--- src/rtl/bram_reader_pkg.sv ---
// Shared types for the BRAM read-port clients: FSM encoding and credit width.
package bram_reader_pkg;
  typedef enum logic [1:0] {IDLE, ISSUE, DRAIN} state_e;
  localparam int OUTST_W = 2;
endpackage

--- src/rtl/credit_counter.sv ---
// Saturating up/down credit counter; AVAIL already counts a same-cycle return.
module credit_counter
  import bram_reader_pkg::*;
#(
  parameter int W = OUTST_W
) (
  input  logic         CLK,
  input  logic         RST_N,
  input  logic         INC,
  input  logic         DEC,
  input  logic [W-1:0] LIMIT,
  output logic         AVAIL
);
  logic [W-1:0] count_q, count_d;

  // count - DEC < LIMIT, rearranged so it cannot underflow
  assign AVAIL = {1'b0, count_q} < ({1'b0, LIMIT} + {{W{1'b0}}, DEC});

  always_comb begin
    count_d = count_q;
    if (INC && !DEC && count_q != LIMIT)
      count_d = count_q + W'(1);
    else if (DEC && !INC && count_q != '0)
      count_d = count_q - W'(1);
  end

  always_ff @(posedge CLK or negedge RST_N) begin
    if (!RST_N) count_q <= '0;
    else        count_q <= count_d;
  end
endmodule

--- src/rtl/bram_scan_reader.sv ---
// Strided read client for one BRAM read port; streams responses straight to the consumer.
module bram_scan_reader
  import bram_reader_pkg::*;
#(
  parameter int addr_width      = 1,
  parameter int data_width      = 1,
  parameter int max_outstanding = 2
) (
  input  logic                  CLK,
  input  logic                  RST_N,
  input  logic                  CMD_EN,
  input  logic [addr_width-1:0] CMD_BASE,
  input  logic [addr_width-1:0] CMD_STRIDE,
  input  logic [addr_width:0]   CMD_LEN,
  output logic                  CMD_RDY,
  output logic [addr_width-1:0] RD_ADDR,
  output logic                  RD_EN,
  input  logic                  RD_RDY,
  input  logic [data_width-1:0] RES,
  input  logic                  RES_RDY,
  output logic                  RES_EN,
  output logic [data_width-1:0] OUT_DATA,
  output logic                  OUT_LAST,
  output logic                  OUT_RDY,
  input  logic                  OUT_EN,
  output logic                  BUSY,
  output logic                  DONE
);
  localparam int LW = addr_width + 1;

  state_e                state_q, state_d;
  logic [addr_width-1:0] addr_q, addr_d;
  logic [addr_width-1:0] stride_q, stride_d;
  logic [LW-1:0]         to_issue_q, to_issue_d;
  logic [LW-1:0]         to_deliver_q, to_deliver_d;
  logic                  busy_q, busy_d;
  logic                  done_q, done_d;
  logic                  cmd_rdy_q, cmd_rdy_d;
  logic                  avail;

  credit_counter #(.W(OUTST_W)) u_credit (
    .CLK   (CLK),
    .RST_N (RST_N),
    .INC   (RD_EN),
    .DEC   (RES_EN),
    .LIMIT (OUTST_W'(max_outstanding)),
    .AVAIL (avail)
  );

  assign OUT_DATA = RES;
  assign OUT_RDY  = RES_RDY & busy_q;
  assign RES_EN   = OUT_EN & OUT_RDY;
  assign OUT_LAST = OUT_RDY & (to_deliver_q == LW'(1));
  // avail sees this cycle's RES_EN, so a returned credit is reused immediately
  assign RD_EN    = (state_q == ISSUE) & (to_issue_q != '0) & RD_RDY & avail;
  assign RD_ADDR  = addr_q;
  assign CMD_RDY  = cmd_rdy_q;
  assign BUSY     = busy_q;
  assign DONE     = done_q;

  always_comb begin
    state_d      = state_q;
    addr_d       = addr_q;
    stride_d     = stride_q;
    to_issue_d   = to_issue_q;
    to_deliver_d = to_deliver_q;
    done_d       = 1'b0;
    if (RES_EN) to_deliver_d = to_deliver_q - LW'(1);
    case (state_q)
      IDLE: begin
        if (CMD_EN) begin
          addr_d       = CMD_BASE;
          stride_d     = CMD_STRIDE;
          to_issue_d   = CMD_LEN;
          to_deliver_d = CMD_LEN;
          if (CMD_LEN == '0) done_d = 1'b1;
          else               state_d = ISSUE;
        end
      end
      ISSUE: begin
        if (RD_EN) begin
          addr_d     = addr_q + stride_q;
          to_issue_d = to_issue_q - LW'(1);
          if (to_issue_q == LW'(1)) state_d = DRAIN;
        end
      end
      DRAIN: begin
        if (to_deliver_d == '0) begin
          state_d = IDLE;
          done_d  = 1'b1;
        end
      end
      default: state_d = IDLE;
    endcase
    busy_d    = (state_d != IDLE);
    cmd_rdy_d = (state_d == IDLE);
  end

  always_ff @(posedge CLK or negedge RST_N) begin
    if (!RST_N) begin
      state_q      <= IDLE;
      addr_q       <= '0;
      stride_q     <= '0;
      to_issue_q   <= '0;
      to_deliver_q <= '0;
      busy_q       <= 1'b0;
      done_q       <= 1'b0;
      cmd_rdy_q    <= 1'b1;
    end else begin
      state_q      <= state_d;
      addr_q       <= addr_d;
      stride_q     <= stride_d;
      to_issue_q   <= to_issue_d;
      to_deliver_q <= to_deliver_d;
      busy_q       <= busy_d;
      done_q       <= done_d;
      cmd_rdy_q    <= cmd_rdy_d;
    end
  end
endmodule
--- config.mk ---
export PLATFORM = sky130hd
export DESIGN_NAME = bram_scan_reader
export DESIGN_NICKNAME = d
export VERILOG_FILES = /design/src/rtl/bram_reader_pkg.sv /design/src/rtl/credit_counter.sv /design/src/rtl/bram_scan_reader.sv
export SDC_FILE = /design/constraint.sdc
export NUM_CORES = 1
export LEC_CHECK = 0
export CAP_MARGIN = 40
export CELL_PAD_IN_SITES_DETAIL_PLACEMENT = 1
export CELL_PAD_IN_SITES_GLOBAL_PLACEMENT = 2
export CORE_MARGIN = 3
export CORE_UTILIZATION = 30
export CTS_BUF_LIST = sky130_fd_sc_hd__clkbuf_4
export DETAILED_ROUTE_END_ITERATION = 6
export GPL_TIMING_DRIVEN = 0
export PLACE_DENSITY_LB_ADDON = 0.1
export SLEW_MARGIN = 20
export SYNTH_ARGS = -nofsm -noshare
export SYNTH_HDL_FRONTEND = slang
export SYNTH_SLANG_ARGS = --single-unit
--- constraint.sdc ---
create_clock -name CLK -period 2.4 [get_ports CLK]
set_clock_uncertainty 0.2 [all_clocks]
set_input_delay 0.48 -clock CLK [delete_from_list [all_inputs] [get_ports CLK]]
set_output_delay 0.48 -clock CLK [all_outputs]
set_load 0.05 [all_outputs]
==> flow_metrics.env, run 1 <==
export IMPL_outcome="finished, final reports clean"
export IMPL_grt_max_degree=14
export IMPL_h_tree_depth=1
export IMPL_setup_tns_ns=0
export IMPL_port_buffers=18
export IMPL_numCtsBuffers=3
export IMPL_max_stage_delay_ns=0.52
export IMPL_wire_per_inst_um=13.7
export IMPL_p_leak_nw=0.450
export IMPL_dp_hpwl_um=1360
export IMPL_cp_max_fo=4
export IMPL_crit_slowest_cell="clkdlybuf4s50_1"
export IMPL_grtUsageMet1_pct=15.5
export IMPL_worstHoldPathType="reg2reg"
export IMPL_mostFrequentLayoutCells="clkdlybuf4s50_1, dfrtp_1, nor2_1"
export IMPL_die_area_um2=3210
export IMPL_syn_to_final_growth_pct=33.3
export IMPL_setup_viol_count_final=0
export IMPL_worstSkewPairLatency_ns=0.28
export IMPL_grt_busiest_layer="met2"
export IMPL_dp_cells=123
export IMPL_maxSlewViolCount=0
export IMPL_multi_input_area_um2=405
export IMPL_dr_pass1_iters=4
export IMPL_clockBufferDepth=2
export IMPL_root_buffer="clkbuf_4"
export IMPL_regArea_um2=327
export IMPL_grt_first_pass_wirelength_um=3060
export IMPL_drv_cap=0
export IMPL_syn_avg_cell_area_um2=9.99
export IMPL_clock_sinks=13
export IMPL_fillCellCount=276
export IMPL_rows=17
export IMPL_hold_violations=0
export IMPL_hold_slack_ns=0.342
export IMPL_grt_pass1_vias=691
export IMPL_fin_crit_sh_pct=98.0
export IMPL_vias_per_cell=4.98
export IMPL_worstPathArrival_ns=1.67
export IMPL_vias=643
export IMPL_fin_crit_ns=2.35
export IMPL_maxSlewHeadroom_pct=58.7
export IMPL_syn_nets=91
export IMPL_grt_overflow=0
export IMPL_fmax_mhz=425
export IMPL_cts_tree="yes"
export IMPL_cp_start_kind="input pin"
export IMPL_wl_um=1770
export IMPL_use_met2_pct=19.1
export IMPL_drc=0
export IMPL_synth_area_um2=769
export IMPL_cp_required_ns=1.72
export IMPL_seq_area_frac_synth_pct=42.4
export IMPL_cts_clk_slew_worst_paths_ns=0.09
export IMPL_drive_above_1_share_pct=18.8
export IMPL_instances_no_fill=129
export IMPL_crit_path_end_kind="output port"
export IMPL_diodes=0
export IMPL_ys_ff_latch=13
export IMPL_pwr_density_cell_nw_per_um2=1330
export IMPL_grtUsageMet3_pct=2.30
export IMPL_ys_warn_count=0
export IMPL_gp_congestion=0.707
export IMPL_cp_cell_sequence="clkdlybuf4s50_1 -> and3_2 -> clkdlybuf4s15_1"
export IMPL_drtIter0Drc=5
export IMPL_antenna_left=0
export IMPL_criticalPathCategory="in2out"
export IMPL_fp_dieH_um=56.6
export IMPL_antenna_found_initial=0
export IMPL_tightestPinTransition_ns=0.617
export IMPL_peakVddDrop_uv=524
export IMPL_synth_distinct_cells=36
export IMPL_core_um2=2320
export IMPL_track_usage_pct=12.4
export IMPL_final_common_cell="clkdlybuf4s50_1"
export IMPL_regToRegSetupSlack_ns=0.48
export IMPL_num_io_pins=20
export IMPL_fin_nets=116
export IMPL_die_w_um=56.6
export IMPL_start_util_pct=33.2
export IMPL_synth_cells=77
-- worst max-delay path, delay by kind of cell --
family	cells	cell delay [ns]
buf+inv	2	1.01
simple gates	1	0.18
-- layer usage --
metal	vias to the layer above	share of wire, %
met1	304	44
met3	2	7.1
met2	18	48
met4	0	1.5
li1	319	-
met5	-	0
-- cells by family after synthesis --
kind of cell               after synthesis  synth area share, %
and+or+nand+nor                         30                 22.9
AOI/OAI and AO/OA                       18                 16.3
DFF                                     13                 42.4
buffers and inverters                    7                 4.88
muxes                                    5                 7.48
adders and majority gates                3                 4.88
xor gates and xnor gates                 1                 1.14
-- metrics by stage --
| step | power (mW) | utilization [%] | cell area, µm² | worst slack [ns] |
|---|---|---|---|---|
| finish | 1.37 | 44.3 | 1030 | 0.0483 |
| global route | 1.48 | 44.3 | 1030 | -0.0121 |
| CTS | 1.36 | 43.6 | 1010 | 0.00338 |
| detailed placement | 1.21 | 42.5 | 985 | -0.603 |
| global placement | 1.19 | 42.5 | 985 | -0.592 |
| floorplan | 0.995 | - | 769 | 0.286 |
-- repair_timing --
item                                    in CTS  in global routing
buffers inserted                             0                  2
pin swaps                                    1                  0
hold buffers                                 0                  0
resized for setup                           11                  5
endpoints found under the setup margin       4                  4
-- cell type report --
class	count	area share, %
buffer	2	1.83
sequential	13	31.8
tap	28	3.41
clock buffer	4	2.93
inverter	5	1.83
multi-input combinational	57	39.5
timing repair buffer	20	18.7
-- where the power goes --
part           switching (mW)  internal (mW)  total (mW)
sequential              0.105          0.324       0.429
combinational           0.429          0.358       0.788
clock                  0.0735         0.0757       0.149
total                   0.608          0.758        1.37
-- sequential cells by signal, summed over array words and instances (netlist names) --
register          cells
state_q               2
to_deliver_q          2
to_issue_q            2
u_credit.count_q      2
BUSY                  1
CMD_RDY               1
DONE                  1
RD_ADDR               1
stride_q              1
-- worst paths after layout --
kind,to,from,cells after the start
worst max-delay path,OUT_LAST,RES_RDY,3
worst min-delay path,stride_q,stride_q,1
worst max register to register,CMD_RDY,to_deliver_q[0],5
worst min register to register,stride_q,stride_q,1
max in group asynchronous,to_deliver_q[1],RST_N,1
min in group asynchronous,stride_q,RST_N,1
-- synthesized netlist by cell type, drive strengths merged --
library cell	instances	share of area, %
o22ai	2	1.6
or3	1	0.81
and2b	1	1.1
buf	2	2.4
nand2	4	2.0
a22o	1	1.1
ha	3	4.9
a31o	1	1.1
dfrtp	12	39
nand3	1	0.65
a21oi	7	6.0
dfstp	1	3.4
or2	1	1.1
inv	5	2.4
nand4bb	1	3.6
a2bb2oi	1	1.1
and3	2	1.8
a22oi	2	2.0
nor3	1	0.65
o21bai	1	0.98
nand2b	1	0.81
nor2	12	5.9
nand4b	1	1.1
xnor2	1	1.1
mux2	3	4.9
nor2b	2	1.6
mux2i	2	2.6
o21ai	2	1.3
a211oi	1	0.98
and2	2	1.8
No activity file was read; power rests on OpenSTA's default activity.
==> run 2, diff against run 1 <==
==> constraint.sdc (replaced) <==
create_clock -name CLK -period 2.4 [get_ports CLK]
set_clock_uncertainty 0.2 [all_clocks]
set_input_delay 0.6 -clock CLK [delete_from_list [all_inputs] [get_ports CLK]]
set_output_delay 0.6 -clock CLK [all_outputs]
set_load 0.05 [all_outputs]
==> run 2 against run 1 <==
Cell area up 1.1%. Sequential power hardly changed. Non-clock buffer count is 1 higher. Largest power group unchanged. Clock power about the same. Worst setup slack gained 0.039 ns. Largest cell class unchanged.
==> flow_metrics.env, run 2 (synthesis gave the netlist of run 1 again) <==
export IMPL_outcome="finished, final reports clean"
export IMPL_port_buffers=18
export IMPL_pwr_density_cell_nw_per_um2=1330
export IMPL_drv_cap=0
export IMPL_antenna_left=0
export IMPL_grt_setup_unrepaired="no"
export IMPL_worstPathArrival_ns=1.51
export IMPL_min_from="stride_q"
export IMPL_setup_viol_count_final=0
export IMPL_fin_ws_ns=0.0877
export IMPL_wire_per_inst_um=14.0
export IMPL_regToRegSetupSlack_ns=0.45
export IMPL_grt_pass1_vias=705
export IMPL_design_area_um2=1040
export IMPL_numCtsBuffers=3
export IMPL_h_tree_depth=1
export IMPL_cp_start_kind="flop"
export IMPL_rows=17
export IMPL_fillCellCount=275
export IMPL_grt_max_degree=14
export IMPL_fin_crit_sh_pct=96.3
export IMPL_dr_pass1_iters=3
export IMPL_crit_buf_inv=2
export IMPL_critPathLaunch="to_issue_q[0]"
export IMPL_clockBufferDepth=2
export IMPL_vias_per_cell=4.94
export IMPL_maxSlewViolCount=0
export IMPL_tightestPinTransition_ns=0.619
export IMPL_die_w_um=56.6
export IMPL_postCtsHoldBufs=0
export IMPL_grt_overflow=0
export IMPL_worstHoldPathType="reg2reg"
export IMPL_cp_max_fo=4
export IMPL_place_area_um2=985
export IMPL_grt_first_pass_wirelength_um=3150
export IMPL_drtIter0Drc=7
export IMPL_switching_power_mw=0.614
export IMPL_worstSkewPairLatency_ns=0.28
export IMPL_root_buffer="clkbuf_4"
export IMPL_syn_to_final_growth_pct=34.8
export IMPL_combPwrFrac_pct=58.3
export IMPL_cp_cell_sequence="inv_1 -> ha_1 -> nand4bb_4 -> a21oi_4 -> buf_6"
export IMPL_clock_sinks=13
export IMPL_core_um2=2320
export IMPL_crit_slowest_cell="dfrtp_1"
export IMPL_fmax_mhz=432
export IMPL_diodes=0
export IMPL_cts_clk_slew_worst_paths_ns=0.09
export IMPL_wl_um=1820
export IMPL_vias=642
export IMPL_regArea_um2=327
export IMPL_maxSlewHeadroom_pct=58.6
export IMPL_num_io_pins=20
export IMPL_drc=0
export IMPL_fin_nets=117
export IMPL_max_stage_delay_ns=0.40
export IMPL_hold_slack_ns=0.342
export IMPL_p_leak_nw=0.470
export IMPL_fp_dieH_um=56.6
export IMPL_setup_tns_ns=0
export IMPL_mostFrequentLayoutCells="dfrtp_1, nor2_1, clkdlybuf4s50_1"
export IMPL_reg2reg_from="to_issue_q[0]"
export IMPL_utilization_pct=44.7
export IMPL_gp_congestion=0.707
export IMPL_criticalPathCategory="reg2out"
export IMPL_cp_required_ns=1.60
export IMPL_dp_hpwl_um=1360
export IMPL_cts_tree="yes"
export IMPL_crit_path_end_kind="output port"
export IMPL_track_usage_pct=12.8
export IMPL_peakVddDrop_uv=522
export IMPL_multi_input_area_um2=405
export IMPL_fin_crit_ns=2.31
export IMPL_crit_family="flip-flops"
export IMPL_pre_cts_ws_ns=-0.843
export IMPL_p_sw_share_pct=44.4
export IMPL_p_clk_share_pct=10.8
export IMPL_hold_violations=0
export IMPL_p_int_mw=0.769
export IMPL_start_util_pct=33.2
export IMPL_drive_above_1_share_pct=21.6
export IMPL_antenna_found_initial=0
export IMPL_pwr_share_seq_pct=30.9
export IMPL_die_area_um2=3210
==> run 2: cell count changes in the layout (fill, tap and decap cells not counted), sizes merged <==
cell,delta
clkdlybuf4s50,-4
dlymetal6s2s,+1
dlygate4sd2,+3
buf,+1
==> run 2: power groups by stage <==
stage          Sequential [mW]  Clock [mW]  Combinational, mW
2_1_floorplan            0.498           0              0.497
3_3_place_gp             0.428           0              0.759
3_5_place_dp             0.433           0              0.779
4_1_cts                  0.430       0.158              0.803
5_1_grt                  0.448       0.168              0.884
6_report                 0.427       0.149              0.806
==> run 2: through the flow <==
stage,instances,power [mW]
after floorplan,77,0.995
after global placement,123,1.19
after detailed placement,123,1.21
after CTS,129,1.39
after global routing,130,1.50
final,130,1.38
==> run 2: routing by layer <==
layer | global-route usage, % | vias up | part of all wire, %
met2 | 20.3 | 12 | 47
met3 | 2.53 | 2 | 4.3
li1 | - | 321 | -
met1 | 15.6 | 307 | 47
met5 | 0 | - | 0
met4 | 8.14 | 0 | 1.4
==> run 2: repair_timing <==
action / 4_1_cts / 5_1_grt
endpoints found under the setup margin: 4 / 2
buffers inserted: 2 / 1
pin swaps: 2 / 0
gates resized for setup: 22 / 1
==> run 2: final cells by class <==
class                   instances  share of cell area [%]
multi-input cells              57                    39.1
flip-flops and latches         13                    31.5
repair buffers                 21                    19.5
well taps                      28                    3.38
clock buffers                   4                    2.90
plain buffers                   2                    1.81
inverters                       5                    1.81
==> run 2: worst paths after layout <==
check / to / depth (start not counted)
max reg2reg: u_credit.count_q[0] / 6
min: stride_q / 1
max: RD_EN / 5
max in group asynchronous: to_deliver_q[1] / 1
min in group asynchronous: DONE / 1
min reg2reg: stride_q / 1
